`config.mk`:
```
export PLATFORM = sky130hd
export DESIGN_NAME = board_tile_renderer
export DESIGN_NICKNAME = d
export VERILOG_FILES = /design/src/rtl/board_pkg.sv /design/src/rtl/board_tile_renderer_rom.sv /design/src/rtl/board_tile_renderer.sv
export SDC_FILE = /design/constraint.sdc
export NUM_CORES = 1
export LEC_CHECK = 0
export ABC_CLOCK_PERIOD_IN_PS = 1200
export CAP_MARGIN = 10
export CORE_ASPECT_RATIO = 0.5
export CORE_MARGIN = 3
export CORE_UTILIZATION = 40
export CTS_BUF_LIST = sky130_fd_sc_hd__clkbuf_8
export DETAILED_ROUTE_END_ITERATION = 12
export MAX_ROUTING_LAYER = met4
export PLACE_DENSITY_LB_ADDON = 0.3
export SKIP_CTS_REPAIR_TIMING = 1
export SYNTH_ARGS = -nofsm -noshare
export SYNTH_HDL_FRONTEND = slang
export SYNTH_SLANG_ARGS = --single-unit
```
`constraint.sdc`:
```
create_clock -name clk -period 1.2 [get_ports clk]
set_input_delay 0.36 -clock clk [delete_from_list [all_inputs] [get_ports clk]]
set_output_delay 0.36 -clock clk [all_outputs]
set_load 0.01 [all_outputs]
```
`src/rtl/board_pkg.sv`:
```
// Board object definitions shared by the object matrix and the pixel renderer.
// Holds the object code set, tile geometry, sprite addressing and the sprite
// texel generator used to populate the sprite ROM.
package board_pkg;

    typedef enum logic [3:0] {
        BACKGROUND   = 4'h0,
        PERSIST_WALL = 4'h1,
        STURDY_WALL  = 4'h2,
        BRITTLE_WALL = 4'h3,
        ADDED_MINE   = 4'h4,
        STATIC_MINE  = 4'h5,
        TIME_BOMB    = 4'h6,
        TIME_BOOSTER = 4'h7,
        USER_BOMB    = 4'h8,
        STURDY_EXPL  = 4'h9,
        BRITTLE_EXPL = 4'hA
    } obj_code_e;

    localparam int         TILE_ORDER         = 5;
    localparam logic [7:0] TRANSPARENT_COLOUR = 8'hFF;
    localparam int         SPRITE_ADDR_W      = 15;
    localparam logic [3:0] MAX_OBJ_CODE       = 4'hA;

    // Sprite image generator: address = {sel[4:0], y[4:0], x[4:0]}.
    // The main diagonal (x == y) is transparent; every other texel is
    // {sel[3:0]^y[3:0], x[3:0]} with bit 3 flipped for sel[4], and a
    // result that would collide with the transparent code becomes 8'hFE.
    function automatic logic [7:0] sprite_texel(input logic [SPRITE_ADDR_W-1:0] addr);
        logic [7:0] raw_v;
        raw_v = {addr[13:10] ^ addr[8:5], addr[3:0]} ^ {4'h0, addr[14], 3'b000};
        if (addr[9:5] == addr[4:0]) begin
            return TRANSPARENT_COLOUR;
        end else if (raw_v == TRANSPARENT_COLOUR) begin
            return 8'hFE;
        end else begin
            return raw_v;
        end
    endfunction

endpackage

```
`src/rtl/board_tile_renderer_rom.sv`:
```
// Sprite ROM (32K x 8) with registered read: forms the second pipeline stage.
// Alongside the texel it registers the draw decision so the claim signal is
// aligned with the colour it refers to.
module tile_sprite_rom
    import board_pkg::*;
(
    input  logic                     clk,
    input  logic                     rst_n,
    input  logic [SPRITE_ADDR_W-1:0] addr,
    input  logic                     claim,
    output logic [7:0]               texel,
    output logic                     draw
);

    logic [7:0] texel_s;

    // Combinational ROM lookup of the addressed texel.
    always_comb begin
        texel_s = sprite_texel(addr);
    end

    // Output register: texel plus draw request (transparent texels never draw).
    always_ff @(posedge clk or negedge rst_n) begin
        if (!rst_n) begin
            texel <= 8'h00;
            draw  <= 1'b0;
        end else begin
            texel <= texel_s;
            draw  <= claim && (texel_s != TRANSPARENT_COLOUR);
        end
    end

endmodule

```
`src/rtl/board_tile_renderer.sv`:
```
// Pixel-side renderer for the board object matrix.
// Stage 1 registers tile offsets, object code and animation phase bit;
// stage 2 is the sprite ROM output register. Latency 2, full throughput.
// Optional build macro BLINK_MINES_EN: mines (codes 4 and 5) are suppressed
// while the animation phase is 1.
module board_tile_renderer
    import board_pkg::*;
#(
    parameter int ANIM_FRAMES = 8
) (
    input  logic        clk,
    input  logic        rst_n,
    input  logic [10:0] pixel_x,
    input  logic [10:0] pixel_y,
    input  logic [10:0] tile_x,
    input  logic [10:0] tile_y,
    input  logic [3:0]  object,
    input  logic        in_valid,
    input  logic        frame_start,
    output logic [7:0]  rgb,
    output logic        draw_req,
    output logic        out_valid,
    output logic        anim_phase
);

    localparam logic [7:0] LAST_FRAME = 8'(ANIM_FRAMES - 1);

    logic [10:0]           dx_s;
    logic [10:0]           dy_s;
    logic [3:0]            obj_s;
    logic                  phase_bit_s;
    logic                  blank_s;
    logic                  unused_hi_s;

    logic                  s1_valid_r;
    logic [3:0]            s1_obj_r;
    logic                  s1_phase_r;
    logic                  s1_blank_r;
    logic [TILE_ORDER-1:0] s1_off_x_r;
    logic [TILE_ORDER-1:0] s1_off_y_r;
    logic [7:0]            frame_cnt_r;
    logic                  anim_phase_r;
    logic                  out_valid_r;

    logic [SPRITE_ADDR_W-1:0] rom_addr_s;
    logic                     claim_s;

    // Tile offsets, object remap and per-pixel phase/blank decisions.
    always_comb begin
        dx_s        = pixel_x - tile_x;
        dy_s        = pixel_y - tile_y;
        unused_hi_s = ^{dx_s[10:TILE_ORDER], dy_s[10:TILE_ORDER]};
        if (object > MAX_OBJ_CODE) begin
            obj_s = 4'h0;
        end else begin
            obj_s = object;
        end
        case (obj_code_e'(obj_s))
            STURDY_EXPL, BRITTLE_EXPL: phase_bit_s = anim_phase_r;
            default:                   phase_bit_s = 1'b0;
        endcase
`ifdef BLINK_MINES_EN
        case (obj_code_e'(obj_s))
            ADDED_MINE, STATIC_MINE: blank_s = anim_phase_r;
            default:                 blank_s = 1'b0;
        endcase
`else
        blank_s = 1'b0;
`endif
    end

    // Stage 1 pipeline register.
    always_ff @(posedge clk or negedge rst_n) begin
        if (!rst_n) begin
            s1_valid_r <= 1'b0;
            s1_obj_r   <= 4'h0;
            s1_phase_r <= 1'b0;
            s1_blank_r <= 1'b0;
            s1_off_x_r <= '0;
            s1_off_y_r <= '0;
        end else begin
            s1_valid_r <= in_valid;
            s1_obj_r   <= obj_s;
            s1_phase_r <= phase_bit_s;
            s1_blank_r <= blank_s;
            s1_off_x_r <= dx_s[TILE_ORDER-1:0];
            s1_off_y_r <= dy_s[TILE_ORDER-1:0];
        end
    end

    // Sprite address and claim condition from stage 1.
    always_comb begin
        rom_addr_s = {s1_obj_r, s1_phase_r, s1_off_y_r, s1_off_x_r};
        claim_s    = s1_valid_r && (s1_obj_r != 4'h0) && !s1_blank_r;
    end

    tile_sprite_rom u_rom (
        .clk   (clk),
        .rst_n (rst_n),
        .addr  (rom_addr_s),
        .claim (claim_s),
        .texel (rgb),
        .draw  (draw_req)
    );

    // Stage 2 valid register, aligned with the ROM output register.
    always_ff @(posedge clk or negedge rst_n) begin
        if (!rst_n) begin
            out_valid_r <= 1'b0;
        end else begin
            out_valid_r <= s1_valid_r;
        end
    end

    // Frame counter and animation phase; only frame_start moves them.
    always_ff @(posedge clk or negedge rst_n) begin
        if (!rst_n) begin
            frame_cnt_r  <= 8'h00;
            anim_phase_r <= 1'b0;
        end else if (frame_start) begin
            if (frame_cnt_r >= LAST_FRAME) begin
                frame_cnt_r  <= 8'h00;
                anim_phase_r <= ~anim_phase_r;
            end else begin
                frame_cnt_r  <= frame_cnt_r + 8'h01;
                anim_phase_r <= anim_phase_r;
            end
        end else begin
            frame_cnt_r  <= frame_cnt_r;
            anim_phase_r <= anim_phase_r;
        end
    end

    assign out_valid  = out_valid_r;
    assign anim_phase = anim_phase_r;

endmodule

```
After elaboration in Yosys (flattened, before gate mapping)
Cells that the tools add are included.
- add/subtract/negate cells: 3
- equal/unequal tests: 5
- reductions and logical operators: 5
- muxes and demuxes: 5
- order comparisons: 2
- bitwise gates (word level): 3
- operators with widths (kind ; count):
    $mux 8 ; 3
    $sub 5x5->5 ; 2
    $add 8x1->8 const B ; 1
    $eq 4x4->1 const B ; 2
    $eq 8x8->1 const B ; 1
    $ge 8x3->1 const B ; 1
    $ne 8x8->1 const B ; 1
    $xor 8x4->8 ; 1
    $eq 5x5->1 ; 1
    $gt 4x4->1 const B ; 1
    $mux 4 ; 1
    $reduce_bool 4->1 ; 1
    $xor 4x4->4 ; 1
    $logic_and 1x1->1 ; 2
    $reduce_and 2->1 ; 1
    $reduce_or 2->1 ; 1
    $mux 1 ; 1
    $not 1->1 ; 1
- register bits after elaboration: 35
- bits of input ports: 52
- output and inout bits: 11
- logic and storage cells: 33

Logic depth before layout (Yosys ltp)
- word-level depth: 7
- gate-level depth with buffers: 7
- mapped depth without buffers: 7

Modules after synthesis
Synthesis repeated with hierarchy kept, for this count alone.
- cells, all modules: 137
- area total of the unflattened synthesis: 1609.0 um^2
- by module, submodules not included (module ; instances ; area each (um^2) ; seq. area each (um^2) ; cells each):
    board_tile_renderer ; 1 ; 1212.4 ; 650.6 ; 105
    tile_sprite_rom ; 1 ; 396.6 ; 225.2 ; 32

Worst setup path after synthesis
No wires, ideal clock.
- path kind: input to register
- start: in pixel_x[0]
- end: reg s1_off_x_r[4]
- data arrival time: 1.314 ns
- path slack: -0.239 ns
- buffers on the path: 0
- cell stages on the path: 7
- library setup time: 0.125 ns
- data required time: 1.075 ns
- path through: inv_1 ha_1 fa_1 inv_1 a21o_1 a21oi_1 xnor2_1
- longest elaborated chain between the ends: 1
- ends and longest elaborated chain (what ; RTL line ; RTL):
    start: declaration ; board_tile_renderer.sv:13 ; input logic [10:0] pixel_x,
    $sub 5x5->5 ; board_tile_renderer.sv:50 ; dx_s = pixel_x - tile_x;
    named net dx_s[4] ; board_tile_renderer.sv:28 ; logic [10:0] dx_s;
    end signal: assignment ; board_tile_renderer.sv:86 ; s1_off_x_r <= dx_s[TILE_ORDER-1:0];
    end: declaration ; board_tile_renderer.sv:39 ; logic [TILE_ORDER-1:0] s1_off_x_r;
The timed path passes the listed nets, and every way through them passes these cells.
A chain may end at the register's enable or synchronous reset.

Worst setup path in the final report
- start: reg s1_obj_r[3]
- end: reg u_rom.texel[0]
- longest elaborated chain between the ends: 4
- ends and longest elaborated chain (what ; RTL line ; RTL):
    start: declaration ; board_tile_renderer.sv:36 ; logic [3:0] s1_obj_r;
    start signal: assignment ; board_tile_renderer.sv:83 ; s1_obj_r <= obj_s;
    $xor 8x4->8 ; board_pkg.sv:31 ; raw_v = {addr[13:10] ^ addr[8:5], addr[3:0]} ^ {4'h0, addr[14], 3'b000};
    $eq 8x8->1 ; board_pkg.sv:34 ; end else if (raw_v == TRANSPARENT_COLOUR) begin
    $mux 8 ; board_pkg.sv:34 ;
    $mux 8 ; board_pkg.sv:32 ; if (addr[9:5] == addr[4:0]) begin
    named net u_rom.texel_s[0] ; board_tile_renderer_rom.sv:15 ; logic [7:0] texel_s;
    end signal: assignment ; board_tile_renderer_rom.sv:28 ; texel <= texel_s;
    end: declaration ; board_tile_renderer_rom.sv:11 ; output logic [7:0] texel,
The timed path passes the listed nets, and every way through them passes these cells.

==> reports/metrics.yaml <==
timing:
  period_minus_slack_ns: 1.27
  slew_violations: 0
  min_period_over_period_pct: 106
  relSlewSlack_pct: 80.5
  skew_ns: 0.00311
  finalSetupViolations: 14
  finalHoldViolations: 0
  fmax_mhz: 786
  tightest_slew_ns: 0.291
  fin_ws_ns: -0.0725
  rsz0062_at_grt: "yes"
synthesis:
  netlist_instances: 142
  synthXorXnorAreaFrac_pct: 10.9
  yosys_warnings: 0
  yosys_register_bits: 35
  yosysTopAreaCellShare_pct: 54.3
  yosysTopAreaCell: "dfrtp_1"
  synth.avg_cell_area_um2: 11.3
  synth.area.mux_share_pct: 0.621
  synth_cell_types: 29
  syn_nets: 205
  ys_seq_area_share_pct: 54.3
  yosys.area_share.simple_pct: 11.8
  synth_fa_ha_area_share_pct: 9.47
  synth_top_family_by_area: "simple AND/OR/NAND/NOR gates"
  synth-compound-area-share_pct: 7.76
  yosys-top-cells-area: "dfrtp_1, xnor2_1, ha_1"
  netlist_area_mm2: 0.00161
placement:
  io_buffer_count: 38
  gp_congestion: 0.831
  place_ws_ns: -0.756
  dpl-instance-area_mm2: 0.00234
  hpwlAfterDp_um: 2430
die:
  ios: 63
  fp.dieArea_mm2: 0.00487
  start_util_pct: 44.3
  placeableCoreArea_mm2: 0.00364
  die_y_um: 50.9
  die_w_um: 95.8
  row_count: 15
detailed_routing:
  first_pass_iters: 4
  drc: 0
  ant_nets: 0
  dr.first_iter.drc_count: 22
  wirelength_um: 3450
  vias: 1226
  wl_per_cell_um: 12.9
  vias_per_cell: 4.57
setup_path:
  cp.arrival_ns: 1.44
  critPathMaxStageDelay_ns: 0.41
  critPathLaunchType: "flop"
  cp_max_fo: 2
  required_ns: 1.37
  reg2regPathDepth: 4
  critPathKind: "flop to flop"
  cp_cell_sequence: "xnor2_2 > nor4_2 > nand4b_1 > a21bo_1"
  crit_path_top_delay_cell: "dfrtp_1"
  worstSetupEndpointType: "flop"
pwr:
  switchingPower_mw: 1.18
  p_sw_share_pct: 30.7
  combPwrFrac_pct: 40.1
  power.density_mw_per_mm2: 1470
  clkPwrFrac_pct: 19.1
  p_total_mw: 3.85
  pwr-share-seq_pct: 40.8
  intPower_mw: 2.67
  p_leak_nw: 1.34
  ir_drop_mv: 0.519
layout:
  syn2layout_area_growth_pct: 62.9
  fin_nets: 281
  final_design_area_no_fill_mm2: 0.00263
  antenna_cells: 0
  final_util_pct: 72.1
  drive_gt1_share_pct: 41.9
cts:
  clkSinkCount: 35
  cts-htree-levels: 2
  cts-root-buf: "clkbuf_8"
  insertion_delay_ns: 0.28
  cts_tree: "built"
  cts_buffer_depth: 2
  numCtsBuffers: 5
  cts.reportedPaths.clkPinSlew_ns: 0.06
hold_path:
  hp-class: "input pin to flop"
  hold_depth: 3
grt:
  grt_usage_pct: 14.3
  grt_pass1_vias: 1144
  antenna_found_initial: 0
  grt_pass1_wl_um: 4920
  grt_max_degree: 36
  grt_remaining_overflow: 0
run_status:
  violations: "setup timing"
  status: "complete, but fails checks"
run:
  maxCapViolations: 0
through the flow:
step	hold slack (ns)	TNS, ns	std cells
floorplan	0.0644	-0.235	142
global placement	0.357	-7.57	259
detailed placement	0.372	-8.03	259
CTS	0.386	-7.12	265
global route	0.317	-1.83	268
finish	0.322	-0.353	268
power groups by stage:
stage                     combinational, mW  sequential [mW]  clock (mW)
final                                  1.54             1.57       0.734
after floorplan                       0.499             1.62           0
after global placement                 1.26             1.57           0
after global routing                   1.70             1.59       0.828
after detailed placement               1.29             1.58           0
after CTS                              1.31             1.56       0.751
layout by cell type, fill, tap and decap left out, types with 3 or more instances in the layout:
master	n
a21o_1	4
a21oi_2	4
buf_4	26
buf_6	7
clkbuf_2	8
clkbuf_8	5
clkdlybuf4s50_1	14
dfrtp_1	35
dlymetal6s2s_1	13
ha_1	3
ha_4	5
inv_1	16
inv_2	4
nand2_2	6
nor2_1	3
xnor2_1	13
xnor2_2	3
xor2_1	4
critical path: cells and delay by family (launching register included):
kind,cells,cell delay (ns)
simple gates,2,0.41
xor+xnor,1,0.16
compound gates,1,0.17
flops,1,0.41
path summary, 6_finish.rpt:
| path | to | start | slack, ns |
|---|---|---|---|
| min reg2reg | out_valid$_DFF_PN0_ | s1_valid_r$_DFF_PN0_ | 0.39 |
| min in group asynchronous | frame_cnt_r[0]$_DFFE_PN0P_ | rst_n | 0.45 |
| max reg2reg | u_rom.texel[0]$_DFF_PN0_ | s1_obj_r[3]$_DFF_PN0_ | -0.07 |
| max in group asynchronous | u_rom.texel[0]$_DFF_PN0_ | rst_n | 0.57 |
| min | s1_off_y_r[0]$_DFF_PN0_ | tile_y[0] | 0.32 |
| max | u_rom.texel[0]$_DFF_PN0_ | s1_obj_r[3]$_DFF_PN0_ | -0.07 |
cells in the mapped netlist:
cell / instances
clkbuf_1: 1
nand3_1: 3
o21ai_0: 2
dfrtp_1: 35
nand2_1: 9
and3_1: 2
nor2_1: 6
a211oi_1: 1
ha_1: 9
a21o_1: 4
nor3_1: 1
and2_1: 3
inv_1: 21
a21oi_1: 6
xor2_1: 4
nand3_2: 1
nor4_2: 2
nand4_1: 2
o22ai_1: 2
fa_1: 2
o21a_1: 2
o211a_1: 1
or4_1: 1
nand2b_1: 2
xnor2_1: 16
nand4b_1: 1
a21bo_1: 1
mux2i_1: 1
nor2b_1: 1
sequential cells by signal (all words and copies together), names as in the netlist:
register     cells
frame_cnt_r      8
u_rom.texel      8
s1_off_x_r       5
s1_off_y_r       5
s1_obj_r         4
anim_phase       1
out_valid        1
s1_phase_r       1
s1_valid_r       1
u_rom.draw       1
cell type report:
type | count | area, um2
fillers | 256 | 1020
clock buffers | 5 | 68.8
clock inverters | 1 | 3.75
inverters | 21 | 93.8
repair buffers | 70 | 652
well taps | 51 | 63.8
flip-flops and latches | 35 | 876
multi-input cells | 85 | 867
per-layer routing:
layer	wire (um)	global-route usage, %	vias up
met5	0	-	-
li1	-	-	610
met2	1830	24.1	31
met3	161	5.00	2
met1	1450	16.1	583
met4	10	4.95	0
cell families (layout without fill, tap and decap cells):
kind of cell | Yosys count | count (layout)
fa+ha+maj | 11 | 11
xor+xnor | 20 | 20
simple gates | 34 | 34
buf+inv | 22 | 97
mux | 1 | 1
compound gates | 19 | 19
flops | 35 | 35
Power figures use the tool's default switching activity.
